<file path="src/rtl/t_ms_pkg.sv">
// Shared types and constants for the T master-slave period meter.
// The record struct uses the default counter width; the top re-declares it when CNT_W is overridden.
package t_ms_pkg;

  typedef enum logic [1:0] {
    PRIME   = 2'd0,
    IDLE    = 2'd1,
    MEASURE = 2'd2
  } state_t;

  localparam int CNT_W_DEF  = 16;
  localparam int EDGE_W_DEF = 8;

  localparam logic [CNT_W_DEF-1:0] LEN_MAX = '1;

  typedef struct packed {
    logic                 level;
    logic [CNT_W_DEF-1:0] len;
    logic                 ovf;
  } rec_t;

endpackage

</file>
<file path="src/rtl/t_ms_edge_sync.sv">
// Input conditioning for the period meter: optional 2-flop synchronizer, qs_d history register.
// Optional macro T_MS_PERIOD_SYNC_EN enables the synchronizer and stretches priming to 3 cycles.
module t_ms_edge_sync (
  input  logic clk,
  input  logic rst,
  input  logic qs_in,
  output logic sample,
  output logic qs_d,
  output logic fill_done
);

`ifdef T_MS_PERIOD_SYNC_EN
  logic [1:0] sync_q;
  logic [1:0] fill_q;

  always_ff @(posedge clk or negedge rst) begin
    if (!rst) begin
      sync_q <= 2'b00;
      fill_q <= 2'd0;
    end else begin
      sync_q <= {sync_q[0], qs_in};
      if (fill_q != 2'd2) fill_q <= fill_q + 2'd1;
    end
  end

  // Priming ends once the synchronizer holds real samples, so no reset zero looks like a toggle.
  assign sample    = sync_q[1];
  assign fill_done = (fill_q == 2'd2);
`else
  assign sample    = qs_in;
  assign fill_done = 1'b1;
`endif

  always_ff @(posedge clk or negedge rst) begin
    if (!rst) qs_d <= 1'b0;
    else      qs_d <= sample;
  end

endmodule

</file>
<file path="src/rtl/t_ms_period_meter.sv">
// Measures how long each level of a T master-slave slave output is held and hands records out.
// Optional macro T_MS_PERIOD_SYNC_EN (handled in t_ms_edge_sync) allows an asynchronous qs_in.
module t_ms_period_meter
  import t_ms_pkg::*;
#(
  parameter int CNT_W  = CNT_W_DEF,
  parameter int EDGE_W = EDGE_W_DEF
) (
  input  logic              clk,
  input  logic              rst,
  input  logic              qs_in,
  input  logic              meas_ready,
  output logic              meas_valid,
  output logic              meas_level,
  output logic [CNT_W-1:0]  meas_len,
  output logic              meas_ovf,
  output logic              meas_lost,
  output logic [EDGE_W-1:0] edge_cnt
);

  typedef struct packed {
    logic             level;
    logic [CNT_W-1:0] len;
    logic             ovf;
  } meas_rec_t;

  localparam logic [CNT_W-1:0] LEN_SAT = '1;

  logic sample, qs_d, fill_done;

  t_ms_edge_sync u_edge_sync (
    .clk       (clk),
    .rst       (rst),
    .qs_in     (qs_in),
    .sample    (sample),
    .qs_d      (qs_d),
    .fill_done (fill_done)
  );

  state_t            state, state_nxt;
  logic              edge_en, in_measure;
  logic              toggle, rec_done;
  logic [CNT_W-1:0]  len_q;
  logic              ovf_q;
  logic [EDGE_W-1:0] cnt_q;
  meas_rec_t         rec_q;
  logic              valid_q, lost_q;

  // NOTE: sequential state uses non-blocking assignments so every flop sees pre-edge values.
  always_ff @(posedge clk or negedge rst) begin
    if (!rst) state <= PRIME;
    else      state <= state_nxt;
  end

  // NOTE: every always_comb output gets a default first so no path can infer a latch.
  always_comb begin
    state_nxt = state;
    case (state)
      PRIME:   if (fill_done) state_nxt = IDLE;
      IDLE:    if (toggle)    state_nxt = MEASURE;
      MEASURE: state_nxt = MEASURE;
      default: state_nxt = PRIME;
    endcase
  end

  always_comb begin
    edge_en    = 1'b0;
    in_measure = 1'b0;
    case (state)
      IDLE:    edge_en = 1'b1;
      MEASURE: begin
        edge_en    = 1'b1;
        in_measure = 1'b1;
      end
      default: ;
    endcase
  end

  assign toggle   = edge_en & (sample ^ qs_d);
  assign rec_done = in_measure & toggle;

  // The edge cycle counts as cycle 1 of the new level; the count sticks at all ones.
  always_ff @(posedge clk or negedge rst) begin
    if (!rst) begin
      len_q <= '0;
      ovf_q <= 1'b0;
    end else if (toggle) begin
      len_q <= {{(CNT_W-1){1'b0}}, 1'b1};
      ovf_q <= 1'b0;
    end else if (in_measure) begin
      if (len_q != LEN_SAT)          len_q <= len_q + 1'b1;
      if (len_q >= LEN_SAT - 1'b1)   ovf_q <= 1'b1;
    end
  end

  always_ff @(posedge clk or negedge rst) begin
    if (!rst)        cnt_q <= '0;
    else if (toggle) cnt_q <= cnt_q + 1'b1;
  end

  // Single-entry output register: a finished record that finds it occupied and not draining is lost.
  always_ff @(posedge clk or negedge rst) begin
    if (!rst) begin
      rec_q   <= '0;
      valid_q <= 1'b0;
      lost_q  <= 1'b0;
    end else if (rec_done) begin
      if (!valid_q || meas_ready) begin
        rec_q   <= '{level: qs_d, len: len_q, ovf: ovf_q};
        valid_q <= 1'b1;
      end else begin
        lost_q  <= 1'b1;
      end
    end else if (valid_q && meas_ready) begin
      valid_q <= 1'b0;
    end
  end

  assign meas_valid = valid_q;
  assign meas_level = rec_q.level;
  assign meas_len   = rec_q.len;
  assign meas_ovf   = rec_q.ovf;
  assign meas_lost  = lost_q;
  assign edge_cnt   = cnt_q;

endmodule

</file>
<file path="config.mk">
export PLATFORM = sky130hd
export DESIGN_NAME = t_ms_period_meter
export DESIGN_NICKNAME = d
export VERILOG_FILES = /design/src/rtl/t_ms_pkg.sv /design/src/rtl/t_ms_edge_sync.sv /design/src/rtl/t_ms_period_meter.sv
export SDC_FILE = /design/constraint.sdc
export NUM_CORES = 1
export LEC_CHECK = 0
export ABC_AREA = 0
export BUFFER_PORTS_ARGS = -buffer_cell sky130_fd_sc_hd__buf_2
export CORE_ASPECT_RATIO = 0.7
export CORE_MARGIN = 2
export CORE_UTILIZATION = 45
export DETAILED_ROUTE_END_ITERATION = 10
export HOLD_SLACK_MARGIN = 0.05
export PLACE_DENSITY = 0.7
export SETUP_SLACK_MARGIN = 0.15
export SYNTH_ARGS = -nofsm -noshare
export SYNTH_HDL_FRONTEND = slang
export SYNTH_HIERARCHICAL = 1
export SYNTH_SLANG_ARGS = --single-unit
</file>
<file path="constraint.sdc">
create_clock -name clk -period 3.5 [get_ports clk]
set_clock_uncertainty 0.2 [all_clocks]
set_input_delay 0.35 -clock clk [delete_from_list [all_inputs] [get_ports clk]]
set_output_delay 0.35 -clock clk [all_outputs]
set_load 0.03 [all_outputs]
</file>
==> Implementation_results.wiki <==
{| class="wikitable"
! Metric !! Value
|-
| Final antenna diode count || 0
|-
| Portion of synthesized cell area occupied by the leading cell type || 0.5415
|-
| Switching pwr || a little under 700 µW
|-
| Critical Path Slowest Stage Cell || sky130_fd_sc_hd__dlygate4sd3_1
|-
| Number of instances in the synthesized netlist || 194
|-
| Placeable core area || 4756 µm²
|-
| Reg2reg path depth || 6
|-
| Post-route DRC || 0
|-
| DIE WIDTH || roughly 88 µm
|-
| Reported leakage power || 1.210 nW
|-
| Category of the critical setup timing path || in -> reg
|-
| Routed Wire Length || approximately 4000 µm
|-
| Setup WS pre-CTS || 1.152 ns
|-
| Minimum clock period || 2.566 ns
|-
| Unique masters post-synth || 37
|-
| Minimum hold slack || 0.04473 ns
|-
| Inserted Clock Buffers || 5
|-
| Worst setup margin || 0.9344 ns
|-
| # IOs || 32
|-
| Number of antenna violations at the first check in global routing || 0
|-
| Clock slew at the register clock pins of the worst setup and hold paths || 0.08 ns
|-
| Post-DR wirelength/cell || 13.63 µm
|-
| Synthesized flop and latch total || 48
|-
| Iteration-0 DRC Markers || 122
|-
| Relative contribution of sequential cells to total power || 0.447
|-
| TritonCTS clock tree || built
|-
| Total Routing Usage GR || 0.1618
|-
| Root buf cell || sky130_fd_sc_hd__clkbuf_8
|-
| Part of the total power dissipated in combinational logic || 0.363
|-
| Die Area || 5517 µm²
|-
| Overflow left after global routing || 0
|-
| Number of nets with antenna violations after routing || 0
|-
| Vias per inst || 5.289
|-
| Fraction of power spent switching nets || 0.3945
|-
| Maximum number of pins on one net before global-route repair || 49
|-
| Clock power share || 0.190
|-
| Setup TNS Final || 0 ns
|-
| Reg2Reg Setup Slack || 1.18 ns
|-
| Part of the cycle the worst path needs || 0.7330
|-
| Slew Limit Fails || 0
|-
| Die height || 62.75 µm
|-
| Synth-to-Final Area Change || 14.38%
|-
| Sequential-to-total area share from yosys stat || 0.5415
|-
| Average size of a mapped cell || approximately 11 µm²
|-
| Worst Path Max Fanout || 22
|-
| Startpoint type of the worst setup path || primary input
|-
| Worst path arrival time || approximately 2.6 ns
|-
| Power per cell area || 681.6 nW/µm²
|-
| F_max || a little under 0.4 GHz
|-
| CTS H-Tree Depth || 2
|-
| Reg-to-reg endpoint || meas_len[6]
|-
| Required time at the endpoint of the critical path || 3.48 ns
|-
| Via count of the first global-routing pass || 1430
|-
| Total number of vias || 1576
|-
| Total number of nets in the final design || 238
|-
| Count of endpoints failing hold in the final timing report || 0
|-
| Peak ir drop on the vdd network || around 240 µV
|-
| Last weighted congestion value of the routability-driven placer || 0.7481
|-
| Share of post-route cells with drive strength above 1 || 0.2751
|-
| Yosys synthesis warning count || 6
|-
| Post-synthesis net count || around 200
|-
| Worst Tran Pin Value || 1.046 ns
|-
| Global-route wire length before repair || 6913 µm
|-
| Cell types with the largest area share after synthesis || sky130_fd_sc_hd__dfrtp_1 54%, sky130_fd_sc_hd__mux2_2 9.6%, sky130_fd_sc_hd__a21oi_1 3.6%, sky130_fd_sc_hd__ha_1 3.4%, sky130_fd_sc_hd__nand4_1 2.5%
|-
| IO buf count || 31
|-
| Number of placement rows || 21
|-
| Outcome || completed
|-
| Number of buffers inserted to repair setup after CTS || 0
|-
| Critical Path, Cell by Cell || dlygate4sd3_1 -> buf_2 -> xor2_1 -> and2_1 -> buf_4 -> nand3_2 -> mux2_2
|-
| Max cap viols || 0
|-
| Number of sinks handled by clock tree synthesis || 48
|-
| Clock latency at the later pin of the worst-skew pair || just under 0.3 ns
|-
| R2r startpoint || state[1]
|-
| Setup repair after global routing missed its margin || no
|-
| HPWL after detailed placement || about 2800 µm
|-
| Count of endpoints failing setup in the final report || 0
|-
| Crit end category || flop
|-
| Cell area after technology mapping || 2218 µm²
|-
| Internal cell power || ~1.0 mW
|-
| Initial core utilization || 0.4665
|-
| Cell taking the most area after synthesis || sky130_fd_sc_hd__dfrtp_1
|-
| Class of the tightest hold or removal check || in -> async
|-
| TritonRoute pass-1 iters || 4
|-
| CP max stage delay || 0.53 ns
|-
| Worst-case clock buffer depth || 2
|-
| Worst-case headroom to the max-slew limit || 0.3025
|}
-- layer usage --
layer / track usage / share of wire / vias up
li1: - / - / 777
met1: 0.2634 / 0.51 / 758
met2: 0.2121 / 0.42 / 39
met3: 0.04095 / 0.061 / 2
met4: 0.04038 / 0.0030 / 0
met5: 0 / 0 / -
-- power groups by stage --
stage	logic (mW)	registers, mW	clock network (mW)
floorplan	0.319	0.917	0
global placement	0.624	0.777	0
detailed placement	0.630	0.782	0
CTS	0.634	0.770	0.344
global route	0.688	0.793	0.370
finish	0.628	0.773	0.329
-- cells by family after synthesis --
logic type	count (synthesis)	synth area share
buf+inv	12	0.02481
flops	48	0.5415
fa+ha+maj	6	0.03384
compound gates	36	0.09476
simple gates	62	0.1675
mux	19	0.09645
other cells	1	0.001690
xor+xnor	10	0.03948
-- stage by stage --
step | cell area, µm² | std cells | utilization | power (mW)
after global placement | 2435 | 289 | 0.5120 | 1.401
final | 2537 | 298 | 0.5335 | 1.730
after global routing | 2537 | 298 | 0.5335 | 1.852
after detailed placement | 2435 | 289 | 0.5120 | 1.411
after CTS | 2537 | 298 | 0.5335 | 1.748
after floorplan | 2218 | 194 | - | 1.236
-- how the worst max path moves through the flow --
stage	cells past startpoint	to	start
floorplan	6	len_q[9]	state[0]
global placement	6	meas_len[6]	qs_in
detailed placement	6	meas_len[6]	state[1]
CTS	7	meas_len[6]	qs_in
global route	7	meas_len[0]	qs_in
finish	7	meas_len[6]	qs_in
-- final cells by class --
cell class,instances,area [µm²]
clock buffer,6,82.58
clock inverter,2,10.01
fill,414,2218
inverter,6,22.52
multi-input combinational,134,962.2
sequential,48,1201
tap,69,86.33
timing repair buffer,33,172.7
-- worst max-delay path: cells and delay by family --
| kind | cells | cell delay, ns |
|---|---|---|
| buffers and inverters | 3 | 0.92 |
| and+or+nand+nor | 2 | 0.58 |
| muxes | 1 | 0.43 |
| xor gates and xnor gates | 1 | 0.24 |
-- cells in the mapped netlist, drive strengths merged --
cell     n
xnor2    5
o21a     1
nor2b    1
inv      6
ha       6
a311oi   1
a21o     1
a21oi   16
nor2     5
mux2    19
nor3     3
or3      8
o311ai   1
conb     1
and3     1
xor2     5
dfrtp   48
nand4   10
and4     4
o211ai   2
o21bai   1
clkbuf   1
o21ai    9
nand2   14
and2     1
nor4     2
buf      5
o31ai    4
nand2b   1
or4      4
nand3    8
-- registers in the layout (all words and copies together) (netlist names), 2 cells and up --
register and flops:
edge_cnt 8, state 2, meas_len 16, len_q 16
-- cell usage in the layout, fill, tap and decap left out, drive strengths merged, types with 2 or more instances in the layout --
cell    count
nand2      14
and4        4
xor2        5
dfrtp      48
nand4      10
xnor2       5
o31ai       4
buf        32
nor4        2
or4         4
o21ai       9
clkinv      2
clkbuf      6
mux2       19
or3         8
ha          6
a21oi      16
nor3        3
nor2        5
o211ai      2
inv         6
nand3       8
-- repair_timing --
item,4_1_cts,5_1_grt
resized for setup,0,0
hold buffers,1,0
endpoints found under the hold margin,1,0
No activity file was read; power rests on OpenSTA's default activity.
